===== src/rtl/uart_tx.sv =====
// Buffered 8N1 UART transmitter: byte FIFO feeding a baud-timed shift FSM.
// tx_out/tx_busy follow the FSM state one clock later, so every bit holds exactly DIV clocks.
module uart_tx #(
    parameter int unsigned CLK_FREQ        = 50_000_000,
    parameter int unsigned BAUD_RATE       = 115200,
    parameter int unsigned TX_BUFFER_DEPTH = 32
) (
    input  logic       clk_50mhz,
    input  logic       rst_n,
    input  logic [7:0] tx_data,
    input  logic       tx_valid,
    output logic       tx_out,
    output logic       tx_busy,
    output logic       buffer_full,
    output logic       buffer_empty,
    output logic       overflow
);

    localparam int unsigned DIV    = CLK_FREQ / BAUD_RATE;
    localparam int unsigned BAUD_W = (DIV > 1) ? $clog2(DIV) : 1;
    localparam int unsigned PTR_W  = $clog2(TX_BUFFER_DEPTH);
    localparam int unsigned CNT_W  = $clog2(TX_BUFFER_DEPTH + 1);

    typedef enum logic [1:0] {IDLE, START, DATA, STOP} state_t;

    state_t            state;
    logic [BAUD_W-1:0] baud_cnt;
    logic [2:0]        bit_idx;
    logic [7:0]        shift;

    logic [7:0]        mem [TX_BUFFER_DEPTH];
    logic [PTR_W-1:0]  wr_ptr;
    logic [PTR_W-1:0]  rd_ptr;
    logic [CNT_W-1:0]  count;
    logic [CNT_W-1:0]  count_next;

    logic              wr_en_c;
    logic              pop_c;
    logic              baud_last_c;

    // Full is the registered flag, so a write while full is dropped even if a pop happens this cycle.
    always_comb begin
        wr_en_c     = tx_valid && !buffer_full;
        baud_last_c = (baud_cnt == BAUD_W'(DIV - 1));
        pop_c       = (count != '0) &&
                      ((state == IDLE) || ((state == STOP) && baud_last_c));
        count_next  = count;
        if (wr_en_c && !pop_c) begin
            count_next = count + CNT_W'(1);
        end else if (!wr_en_c && pop_c) begin
            count_next = count - CNT_W'(1);
        end
    end

    // FIFO storage carries no reset; writes are blocked while in reset.
    always_ff @(posedge clk_50mhz) begin
        if (rst_n && wr_en_c) begin
            mem[wr_ptr] <= tx_data;
        end
    end

    always_ff @(posedge clk_50mhz) begin
        if (!rst_n) begin
            wr_ptr       <= '0;
            rd_ptr       <= '0;
            count        <= '0;
            buffer_empty <= 1'b1;
            buffer_full  <= 1'b0;
            overflow     <= 1'b0;
        end else begin
            if (wr_en_c) begin
                wr_ptr <= wr_ptr + PTR_W'(1);
            end
            if (pop_c) begin
                rd_ptr <= rd_ptr + PTR_W'(1);
            end
            count        <= count_next;
            buffer_empty <= (count_next == '0);
            buffer_full  <= (count_next == CNT_W'(TX_BUFFER_DEPTH));
            overflow     <= tx_valid && buffer_full;
        end
    end

    // Frame FSM; line outputs are registered from the current state.
    always_ff @(posedge clk_50mhz) begin
        if (!rst_n) begin
            state    <= IDLE;
            baud_cnt <= '0;
            bit_idx  <= '0;
            shift    <= '0;
            tx_out   <= 1'b1;
            tx_busy  <= 1'b0;
        end else begin
            case (state)
                IDLE:    begin tx_out <= 1'b1;           tx_busy <= 1'b0; end
                START:   begin tx_out <= 1'b0;           tx_busy <= 1'b1; end
                DATA:    begin tx_out <= shift[bit_idx]; tx_busy <= 1'b1; end
                default: begin tx_out <= 1'b1;           tx_busy <= 1'b1; end
            endcase

            case (state)
                IDLE: begin
                    baud_cnt <= '0;
                    if (pop_c) begin
                        shift <= mem[rd_ptr];
                        state <= START;
                    end
                end
                START: begin
                    if (baud_last_c) begin
                        baud_cnt <= '0;
                        bit_idx  <= '0;
                        state    <= DATA;
                    end else begin
                        baud_cnt <= baud_cnt + BAUD_W'(1);
                    end
                end
                DATA: begin
                    if (baud_last_c) begin
                        baud_cnt <= '0;
                        if (bit_idx == 3'd7) begin
                            state <= STOP;
                        end else begin
                            bit_idx <= bit_idx + 3'd1;
                        end
                    end else begin
                        baud_cnt <= baud_cnt + BAUD_W'(1);
                    end
                end
                default: begin
                    if (baud_last_c) begin
                        baud_cnt <= '0;
                        if (pop_c) begin
                            shift <= mem[rd_ptr];
                            state <= START;
                        end else begin
                            state <= IDLE;
                        end
                    end else begin
                        baud_cnt <= baud_cnt + BAUD_W'(1);
                    end
                end
            endcase
        end
    end

endmodule


===== config.mk =====
export PLATFORM = sky130hd
export DESIGN_NAME = uart_tx
export DESIGN_NICKNAME = d
export VERILOG_FILES = /design/src/rtl/uart_tx.sv
export SDC_FILE = /design/constraint.sdc
export NUM_CORES = 1
export LEC_CHECK = 0
export ABC_AREA = 1
export BUFFER_PORTS_ARGS = -buffer_cell sky130_fd_sc_hd__buf_2
export CAP_MARGIN = 10
export CORE_MARGIN = 2
export CORE_UTILIZATION = 50
export CTS_BUF_LIST = sky130_fd_sc_hd__clkbuf_8
export CTS_CLUSTER_DIAMETER = 80
export DETAILED_ROUTE_END_ITERATION = 8
export PLACE_DENSITY = 0.66
export SLEW_MARGIN = 20
export SYNTH_ARGS = -nofsm -noshare
export SYNTH_HDL_FRONTEND = slang
export SYNTH_SLANG_ARGS = --single-unit

===== constraint.sdc =====
create_clock -name clk_50mhz -period 2.49 [get_ports clk_50mhz]
set_input_delay 0.1245 -clock clk_50mhz [delete_from_list [all_inputs] [get_ports clk_50mhz]]
set_output_delay 0.1245 -clock clk_50mhz [all_outputs]
set_load 0.03 [all_outputs]

### Word-level counts from Yosys, hierarchy flattened

Memories as Yosys holds them, arrays and structs flattened. A register that Yosys moved wholly into a read port is not among the register bits.
Cells that the tools add are included.

* add/subtract/negate cells: 6
* $lt $le $gt $ge: 1
* equality and inequality tests: 11
* mux-type cells: 24
* bitwise operators: 2
* reduce and logical (&&, ||, !) cells: 21

Operator list (number)
* $mux 8: 2
* $pmux 8 s2: 1
* $mux 6: 2
* $add 5x1->5 const B: 2
* $mux 2: 5
* $mux 5: 2
* $ne 2x2->1 const B: 5
* $add 9x1->9 const B: 1
* $eq 9x9->1 const B: 1
* $mux 3: 3
* $logic_and 1x1->1: 7
* $add 6x1->6 const B: 1
* $eq 6x6->1 const B: 1
* $logic_not 6->1: 1
* $pmux 2 s3: 1
* $pmux 3 s2: 1
* $reduce_bool 6->1: 1
* $sub 6x1->6 const B: 1
* $mux 1: 5
* $reduce_and 5->1: 1
* $eq 2x2->1 const B: 2
* $lt 3x4->1 const B: 1
* $reduce_and 4->1: 1
* $reduce_bool 2->1: 2
* 12 further kinds: 15

* flip-flop bits (word level): 43
* bits in writable memories: 256
* input port bits: 11
* output and inout port bits: 5
* logic and storage cells: 78
* memories kept: 1

Memories
* mem: words 32, bits a word 8, rd ports 1, clocked after Yosys merged registers in 1, write ports 1, line 31 `logic [7:0] mem [TX_BUFFER_DEPTH];`

### Longest topological paths before layout

Gate-level depths: netlist of the first run.

* word-level depth: 8
* mapped depth: 16
* depth with buffers taken out: 16

### Worst setup path before layout of the first run

OpenSTA, ideal clock, no wires.

* path type: flip-flop to flip-flop
* start point: register buffer_full
* end point: memory mem[28][0], enable pin
* setup time: 0.370 ns
* arrival: 1.502 ns
* required time: 2.120 ns
* slack: 0.617 ns
* stages on the path, launching flop included: 6
* buffers on the path: 0
* period minus slack after synthesis: 1.873 ns
* cells stage by stage: dfxtp_1 -> nor2_1 -> clkinv_1 -> nor2_1 -> nand2_1 -> nor2_1

* cells in the longest elaborated chain, start to end: 5

RTL lines
* start: declaration: line 14 `output logic buffer_full,`
* start signal: assignment: line 79 `buffer_full <= (count_next == CNT_W'(TX_BUFFER_DEPTH));`
* $logic_not 1->1: line 43 `wr_en_c = tx_valid && !buffer_full;`
* $logic_and 1x1->1: line 43
* $logic_and 1x1->1: line 57 `if (rst_n && wr_en_c) begin`
* $mux 1: line 57
* $mux 1 (not written as such): line 58 `mem[wr_ptr] <= tx_data;`
* end: declaration: line 31

No other way between the ends.

### Worst setup path in the final report of the first run

* start point: register buffer_full
* end point: memory mem[20][1], enable pin

Same word-level chain as after synthesis.

==> reports/metrics.cfg, run 1 <==
[run_status]
outcome = completed

[floorplan]
ios = 16
start_util_pct = 51.0
core-area_um2 = 25300
dieHeight_um = 165
row_count = 58
die_w_um = 165
die_area_um2 = 27100

[synth]
synth_cell_types = 36
ys.flop_type = edfxtp_1
netlist_area_um2 = 12900
postSynthCellCount = 1173
ys_ff_latch = 304
synth_edf_count = 256
synthesis.nets = 1199
yosysWarnings = 0
async_reset_ff_share_pct = 0
avgSynthCellArea_um2 = 11.0
yosysSeqAreaShare_pct = 67.1

[clock_network]
numClockSinks = 304
clkTransAtPathRegs_ns = 0.07
cts_buffer_depth = 3
clk_latency_ns = 0.57
cts_tree = built
clockRootBuffer = clkbuf_8
cts-resized-gates = 0
numCtsBuffers = 48
htreeDepth = 2

[critical_path]
rr_worst_depth = 6
crit_fanout = 8
cp.arrival_ns = 2.19
crit_path_max_incr_delay_ns = 0.39
crit_path_top_delay_cell = nand2_1
cp.depth = 6
crit_buf_inv = 2
worstReg2RegEnd = mem[20][1]
cp-start-kind = flip-flop
required_ns = 2.76
startpoint = buffer_full
timing.rr.start = buffer_full
endpoint = mem[20][1]
path_cells = nor2_1 -> clkinv_1 -> nor2_1 -> nand2_1 -> nor2_1 -> buf_4
cp_common_cell = nor2_1
critical_path_class = flip-flop to flip-flop
rrSetupSlack_ns = 0.56
end_kind = flip-flop
crit_family = simple AND/OR/NAND/NOR gates

[final_layout]
num-nets-final = 1252
antenna_cells = 0
drive_above_1_share_pct = 10.7
syn_to_final_growth_pct = 11.9
final_cell_area_um2 = 14400

[drt]
vias = 8492
vias_per_cell = 5.34
drc = 0
routed_wl_mm = 27.4
drt_iter0_drc = 645
drt-wirelength-per-cell_um = 17.3
dr.pass1.iters = 5
drtAntennaViolNets = 0

[timing]
hold_viol_final = 0
min_period_ns = 1.93
period_share_pct = 77.3
worst_slew_pin_slew_ns = 0.737
fmax_mhz = 519
finalSetupTns_ns = 0
rsz0062_at_grt = no
final_max_slew_viol_count = 0
setup_viol = 0
clock_skew_ns = 0.0194
max_slew_margin_pct = 50.9

[global_route]
grtUsageTotal_pct = 20.9
antenna_found_initial = 0
grt-ovfl-total = 0
grt_max_degree = 117
grt_pass1_vias = 8271
grt_pass1_wl_mm = 43.3

[job]
drv_cap = 0

[placed_design]
place_area_um2 = 13500
dp_hpwl_mm = 17.1
gp_congestion = 0.893
io_buffers = 15

[pwr]
switching_share_pct = 31.5
combPwrFrac_pct = 22.8
netSwitchingPower_w = 0.00402
internal_power_w = 0.00873
p_clk_share_pct = 30.9
pwr-share-seq_pct = 46.3
p_per_area_nw_per_um2 = 884
peakVddDrop_uv = 629
p_leak_nw = 5.34

[worst_hold_path]
min_path_type = primary input to flip-flop

[cells in the final DEF (no fill, tap or decap), types with 2 or more instances in the layout]
cell type,synthesis,layout
o221ai_1,2,2
buf_2,25,15
o211ai_1,64,64
nand3_1,149,149
nor2_1,70,70
nand3_2,2,2
clkinv_1,1,12
ha_1,15,15
nor2_2,2,2
dlygate4sd3_1,0,2
edfxtp_1,256,256
a21oi_1,92,92
nor3b_1,5,5
buf_4,3,42
bufinv_16,0,2
o21ai_0,77,77
nand2_2,3,3
nand2_4,2,2
inv_1,172,186
a211oi_1,4,4
buf_12,0,4
nor3_1,6,6
dfxtp_4,0,2
inv_2,2,2
nand2_1,124,124
clkinv_2,0,4
xor2_1,3,3
nand4_1,5,5
clkbuf_8,0,51
dfxtp_1,48,46
[Yosys cell counts, types with 3 or more instances]
| cell type | count | share of area (%) |
|---|---|---|
| edfxtp_1 | 256 | 60 |
| inv_1 | 172 | 5.0 |
| nand3_1 | 149 | 5.8 |
| nand2_1 | 124 | 3.6 |
| a21oi_1 | 92 | 3.6 |
| o21ai_0 | 77 | 3.0 |
| nor2_1 | 70 | 2.0 |
| o211ai_1 | 64 | 3.7 |
| dfxtp_1 | 48 | 7.5 |
| clkbuf_1 | 27 | 0.79 |
| buf_2 | 25 | 0.97 |
| ha_1 | 15 | 1.5 |
| nor3_1 | 6 | 0.23 |
| nand4_1 | 5 | 0.24 |
| nor3b_1 | 5 | 0.29 |
| a211oi_1 | 4 | 0.23 |
| buf_1 | 4 | 0.12 |
| buf_4 | 3 | 0.17 |
| nand2_2 | 3 | 0.15 |
| xor2_1 | 3 | 0.20 |
[layer usage]
layer / part of all wire, % / wire (µm) / track usage, % / vias up
met5: 0 / 0 / 0 / -
met4: 2.6 / 723 / 7.43 / 0
met3: 5.6 / 1530 / 3.57 / 53
met2: 46 / 12700 / 33.8 / 244
met1: 45 / 12500 / 28.9 / 3997
li1: - / - / - / 4198
[how the worst min path moves through the flow]
stage	startpoint	to	slack, ns	depth (start not counted)
floorplan	tx_data[0]	mem[0][0]	0.22	0
global placement	tx_valid	overflow	0.37	3
detailed placement	tx_valid	overflow	0.36	3
CTS	tx_data[7]	mem[25][7]	0.14	1
global route	tx_data[7]	mem[25][7]	0.15	1
finish	tx_data[3]	mem[25][3]	0.15	1
[power groups by stage]
stage / logic [W] / registers [W] / clock network (W)
after floorplan: 0.00221 / 0.00593 / 0
after global placement: 0.00288 / 0.00600 / 0
after detailed placement: 0.00290 / 0.00600 / 0
after CTS: 0.00291 / 0.00590 / 0.00403
after global routing: 0.00326 / 0.00593 / 0.00424
final: 0.00291 / 0.00590 / 0.00394
[kinds of logic (layout without fill, tap and decap cells)]
logic type	after synthesis	count (layout)	share of synthesized area, %
xor gates and xnor gates	4	4	0.272
adders and majority gates	15	15	1.46
DFF	304	304	67.1
buffers and inverters	235	322	7.23
and+or+nand+nor	371	371	13.0
AOI/OAI and AO/OA	244	244	10.9
[registers in the layout, indices dropped and copies added, names as in the netlist, named ones only]
name,cells
mem,256
baud_cnt,9
shift,8
count,6
rd_ptr,5
wr_ptr,5
bit_idx,3
state,2
buffer_empty,1
buffer_full,1
overflow,1
tx_busy,1
tx_out,1
[area by class of cell]
cell class	count	area, µm²
Fill cell	2105	10800
Multi-Input combinational cell	634	3310
Tap cell	330	413
Clock buffer	51	702
Sequential cell	304	8660
Clock inverter	33	190
Timing Repair Buffer	63	490
Inverter	175	657
[stage by stage]
stage          utilization (%)  hold slack [ns]  std cells  setup WS (ns)  power [W]
2_1_floorplan                -            0.223       1173          0.617    0.00813
3_3_place_gp              53.5            0.374       1504          0.606    0.00888
3_5_place_dp              53.5            0.363       1504          0.565    0.00890
4_1_cts                   57.1            0.138       1590          0.550     0.0128
5_1_grt                   57.1            0.150       1590          0.345     0.0134
6_report                  57.1            0.150       1590          0.565     0.0127
[timing repair]
| action | 4_1_cts | 5_1_grt |
|---|---|---|
| hold endpoints to repair | 3 | 0 |
| hold buffers | 2 | 0 |
| setup buffers | 0 | 0 |
No activity file was read; power rests on OpenSTA's default activity.
==> run 2, diff against run 1 <==
==> constraint.sdc (replaced) <==
create_clock -name clk_50mhz -period 1.8 [get_ports clk_50mhz]
set_input_delay 0.09 -clock clk_50mhz [delete_from_list [all_inputs] [get_ports clk_50mhz]]
set_output_delay 0.09 -clock clk_50mhz [all_outputs]
set_load 0.03 [all_outputs]
==> reports/metrics.cfg, run 2 (synthesis gave the netlist of run 1 again) <==
[floorplan]
ios = 16
start_util_pct = 51.0
die_w_um = 165
core-area_um2 = 25300
row_count = 58
dieHeight_um = 165
die_area_um2 = 27100

[timing]
finalSetupTns_ns = 0
fmax_mhz = 567
worst_slew_pin_slew_ns = 0.683
setup_viol = 0
holdWs_ns = 0.0950
final_max_slew_viol_count = 0
period_share_pct = 97.9
timing.final.ws_setup_ns = 0.0372
max_slew_margin_pct = 54.5
hold_viol_final = 0
clock_skew_ns = 0.0139
min_period_ns = 1.76

[drt]
drt-wirelength-per-cell_um = 17.3
vias_per_cell = 5.33
drtAntennaViolNets = 0
drt_iter0_drc = 665
routed_wl_mm = 27.9
dr.pass1.iters = 7
vias = 8602
drc = 0

[final_layout]
final_common_cell = edfxtp_1
final_cell_mix = edfxtp_1 (256), inv_1 (182), nand3_1 (148)
antenna_cells = 0
syn_to_final_growth_pct = 14.3
top_register = mem
num-nets-final = 1275
largest_reg_flops = 256
utilization_pct = 58.4
drive_above_1_share_pct = 13.6
reg_top3 = mem: 256 flops, baud_cnt: 9 flops, shift: 8 flops
multi_input_area_um2 = 3370
fillers = 2154
seq_area_um2 = 8660

[clock_network]
numClockSinks = 304
htreeDepth = 2
clkTransAtPathRegs_ns = 0.06
cts_tree = built
clockRootBuffer = clkbuf_8
cts_buffer_depth = 3
numCtsBuffers = 48
clk_latency_ns = 0.57

[critical_path]
critical_path_class = flip-flop to flip-flop
cp-start-kind = flip-flop
crit_path_top_delay_cell = dfxtp_2
crit_path_max_incr_delay_ns = 0.34
cp.arrival_ns = 2.21
path_cells = inv_2 -> ha_2 -> inv_1 -> nand2_1 -> nand2_2 -> inv_4 -> nand2_8 -> buf_6 -> nor3_4 -> nand2_2 -> o21ai_2 -> a21oi_1
end_kind = flip-flop
required_ns = 2.25
cp_common_cell = nand2_2
crit_fanout = 7

[pwr]
p_clk_share_pct = 29.1
netSwitchingPower_w = 0.00581
peakVddDrop_uv = 845
internal_power_w = 0.0123
switching_share_pct = 32.0
p_leak_nw = 5.50
pwr-share-seq_pct = 44.7
combPwrFrac_pct = 26.2
p_per_area_nw_per_um2 = 1230

[worst_hold_path]
min_path_type = primary input to flip-flop

[run_status]
outcome = completed

[global_route]
grt-ovfl-total = 0
grt_max_degree = 65
grtUsageTotal_pct = 21.0
grt_pass1_vias = 8361
antenna_found_initial = 0
grt_pass1_wl_mm = 44.2

[job]
drv_cap = 0

[placed_design]
dp_hpwl_mm = 17.2
io_buffers = 15
preCtsSetupSlack_ns = -0.0105
gp_congestion = 0.807

-- run 2: cell types whose count changed in the layout (fill, tap and decap cells not counted), moves of 3 or more --
cell / delta
inv_1: -4
o21ai_0: -3
nand2_1: -3
buf_4: +14
buf_12: +4
-- run 2: cell type report --
class | instances | share of cell area [%]
Sequential cell | 304 | 58.7
Multi-Input combinational cell | 634 | 22.9
Timing Repair Buffer | 86 | 5.28
Clock buffer | 52 | 4.86
Inverter | 175 | 4.47
Tap cell | 330 | 2.80
Clock inverter | 32 | 0.968
-- run 2: final timing paths --
kind,from,endpoint,slack [ns],cells after the start
worst max-delay path,state[1],flip-flop,0.04,12
worst min-delay path,tx_data[2],mem[13][2],0.1,1
worst max register to register,state[1],flip-flop,0.04,12
worst min register to register,shift[6],shift[6],0.47,2
-- run 2: through the flow --
step,total power (W),instance area (µm²),std cells
global route,0.0191,14700,1613
CTS,0.0178,14600,1605
finish,0.0181,14700,1613
detailed placement,0.0125,13700,1519
global placement,0.0125,13700,1519
floorplan,0.0113,12900,1173
-- run 2: power by group through the flow --
stage / Clock, W / Combinational [W] / Sequential (W)
floorplan: 0 / 0.00305 / 0.00820
global placement: 0 / 0.00422 / 0.00824
detailed placement: 0 / 0.00428 / 0.00824
CTS: 0.00538 / 0.00434 / 0.00809
global route: 0.00570 / 0.00530 / 0.00814
finish: 0.00527 / 0.00475 / 0.00811
-- run 2: metal layers --
| layer | vias up | track usage (%) | wire [µm] |
|---|---|---|---|
| met1 | 4082 | 28.8 | 12500 |
| li1 | 4249 | - | - |
| met4 | 0 | 6.17 | 590 |
| met3 | 49 | 3.82 | 1450 |
| met5 | - | 0 | 0 |
| met2 | 222 | 34.7 | 13400 |
-- run 2: critical path, delay by kind of cell (launching register included) --
| kind | cells | cell delay, ns |
|---|---|---|
| adders and majority gates | 1 | 0.17 |
| and+or+nand+nor | 5 | 0.56 |
| AOI/OAI and AO/OA | 2 | 0.21 |
| DFF | 1 | 0.34 |
| buffers and inverters | 4 | 0.37 |
-- run 2: repair_timing --
item / in CTS / in global routing
pin swaps: 0 / 6
gates cloned: 0 / 1
buffers inserted: 0 / 7
resized for setup: 2 / 26
setup endpoints to repair: 17 / 55
hold buffers: 2 / 0
hold endpoints to repair: 11 / 0
==> run 3, diff against run 2 <==
--- a/config.mk
+++ b/config.mk
@@ -14,6 +14,7 @@
 export CTS_CLUSTER_DIAMETER = 80
 export DETAILED_ROUTE_END_ITERATION = 8
 export PLACE_DENSITY = 0.66
+export RECOVER_POWER = 100
 export SLEW_MARGIN = 20
 export SYNTH_ARGS = -nofsm -noshare
 export SYNTH_HDL_FRONTEND = slang
==> reports/metrics.cfg, run 3 (synthesis gave the netlist of run 1 again) <==
[final_layout]
fin_cells = 1613
top_register = mem
drive_above_1_share_pct = 12.5
multi_input_area_um2 = 3370
final_common_cell = edfxtp_1
largest_reg_flops = 256
reg_top3 = mem: 256 flops, baud_cnt: 9 flops, shift: 8 flops
utilization_pct = 58.2
fillers = 2165
final_cell_area_um2 = 14700
final_cell_mix = edfxtp_1 (256), inv_1 (182), nand3_1 (148)
num-nets-final = 1275
seq_area_um2 = 8660
antenna_cells = 0
syn_to_final_growth_pct = 14.1

[placed_design]
place_area_um2 = 13700
gp_congestion = 0.807
io_buffers = 15
dp_hpwl_mm = 17.2
dpl.cell_count = 1519

[pwr]
power_w = 0.0181
p_leak_nw = 5.45
peakVddDrop_uv = 846
p_per_area_nw_per_um2 = 1230
p_clk_share_pct = 29.2
internal_power_w = 0.0123
switching_share_pct = 32.1
pwr-share-seq_pct = 45.0
combPwrFrac_pct = 25.8
netSwitchingPower_w = 0.00579

[timing]
hold_viol_final = 0
max_slew_margin_pct = -9.86
min_period_ns = 1.75
setup_viol = 0
finalSetupTns_ns = 0
final_max_slew_viol_count = 198
fmax_mhz = 570
clock_skew_ns = 0.0162
period_share_pct = 97.4
worst_slew_pin_slew_ns = 1.65

[floorplan]
die_w_um = 165
dieHeight_um = 165
core-area_um2 = 25300
start_util_pct = 51.0
ios = 16
row_count = 58
die_area_um2 = 27100

[drt]
vias = 8640
drt-wirelength-per-cell_um = 17.3
drt_iter0_drc = 727
drc = 0
drtAntennaViolNets = 0
dr.pass1.iters = 5
routed_wl_mm = 27.9
vias_per_cell = 5.36

[global_route]
grtUsageTotal_pct = 21.0
antenna_found_initial = 0
grt_pass1_vias = 8361
grt_max_degree = 65
grt_pass1_wl_mm = 44.2
grt-ovfl-total = 0

[clock_network]
clk_latency_ns = 0.57
clockRootBuffer = clkbuf_8
numCtsBuffers = 48
numClockSinks = 304
cts_buffer_depth = 3
htreeDepth = 2
clkTransAtPathRegs_ns = 0.06
cts_tree = built

[critical_path]
crit_path_top_delay_cell = dfxtp_2
cp.arrival_ns = 2.20
critical_path_class = flip-flop to flip-flop
crit_path_max_incr_delay_ns = 0.34
end_kind = flip-flop
cp_common_cell = nand2_2
path_cells = inv_2 -> ha_2 -> inv_1 -> nand2_1 -> nand2_2 -> inv_4 -> nand2_8 -> buf_6 -> nor3_4 -> nand2_2 -> o21ai_2 -> a21oi_1
cp-start-kind = flip-flop
crit_fanout = 7
required_ns = 2.25

[run_status]
outcome = finished, violations left
violations = max-capacitance violations, max-slew violations

[job]
drv_cap = 7

[worst_hold_path]
min_path_type = primary input to flip-flop

## run 3: power by group through the flow
stage | clock, W | sequential (W) | combinational [W]
floorplan | 0 | 0.00820 | 0.00305
detailed placement | 0 | 0.00824 | 0.00428
finish | 0.00528 | 0.00812 | 0.00466
global placement | 0 | 0.00824 | 0.00422
CTS | 0.00538 | 0.00809 | 0.00434
global route | 0.00570 | 0.00815 | 0.00521
## run 3: worst paths after layout
check                           cells past startpoint  slack, ns  startpoint         to
worst max-delay path                               12       0.05    state[1]  flip-flop
worst min-delay path                                4       0.34    tx_valid   overflow
worst max register to register                     12       0.05    state[1]  flip-flop
worst min register to register                      2       0.47    shift[6]   shift[6]
## run 3: layer usage
metal / global-route usage, % / vias up / share of wire, % / wire length, µm
li1: - / 4249 / - / -
met1: 28.8 / 4125 / 45 / 12400
met2: 34.7 / 216 / 48 / 13500
met3: 3.82 / 50 / 5.1 / 1420
met4: 6.17 / 0 / 2.1 / 578
met5: 0 / - / 0 / 0
## run 3: layout make-up
class,count,area share (%)
clock inverter,32,0.970
tap,330,2.81
sequential,304,58.9
timing repair buffer,86,5.07
clock buffer,52,4.87
multi-input combinational,634,22.9
inverter,175,4.48
## run 3: critical path: cells and delay by family (launching register included)
| kind | cells | cell delay [ns] |
|---|---|---|
| buffers and inverters | 4 | 0.36 |
| flip-flops | 1 | 0.34 |
| AND/OR/NAND/NOR | 5 | 0.56 |
| AO/OA/AOI/OAI | 2 | 0.21 |
| adder cells (fa/ha/maj) | 1 | 0.17 |
## run 3: metrics by stage
| stage | hold WS, ns | setup slack [ns] |
|---|---|---|
| CTS | 0.0706 | 0.00558 |
| global route | 0.353 | -0.0229 |
| floorplan | 0.189 | -0.0727 |
| finish | 0.344 | 0.0462 |
| global placement | 0.361 | 0.0559 |
| detailed placement | 0.345 | -0.0105 |
## run 3: timing repair
item                       in CTS  in global routing
setup buffers                   0                  7
gates resized for setup         2                 26
setup endpoints to repair      17                 55
pin swaps                       0                  6
gates cloned                    0                  1
hold buffers                    2                  0
hold endpoints to repair       11                  0
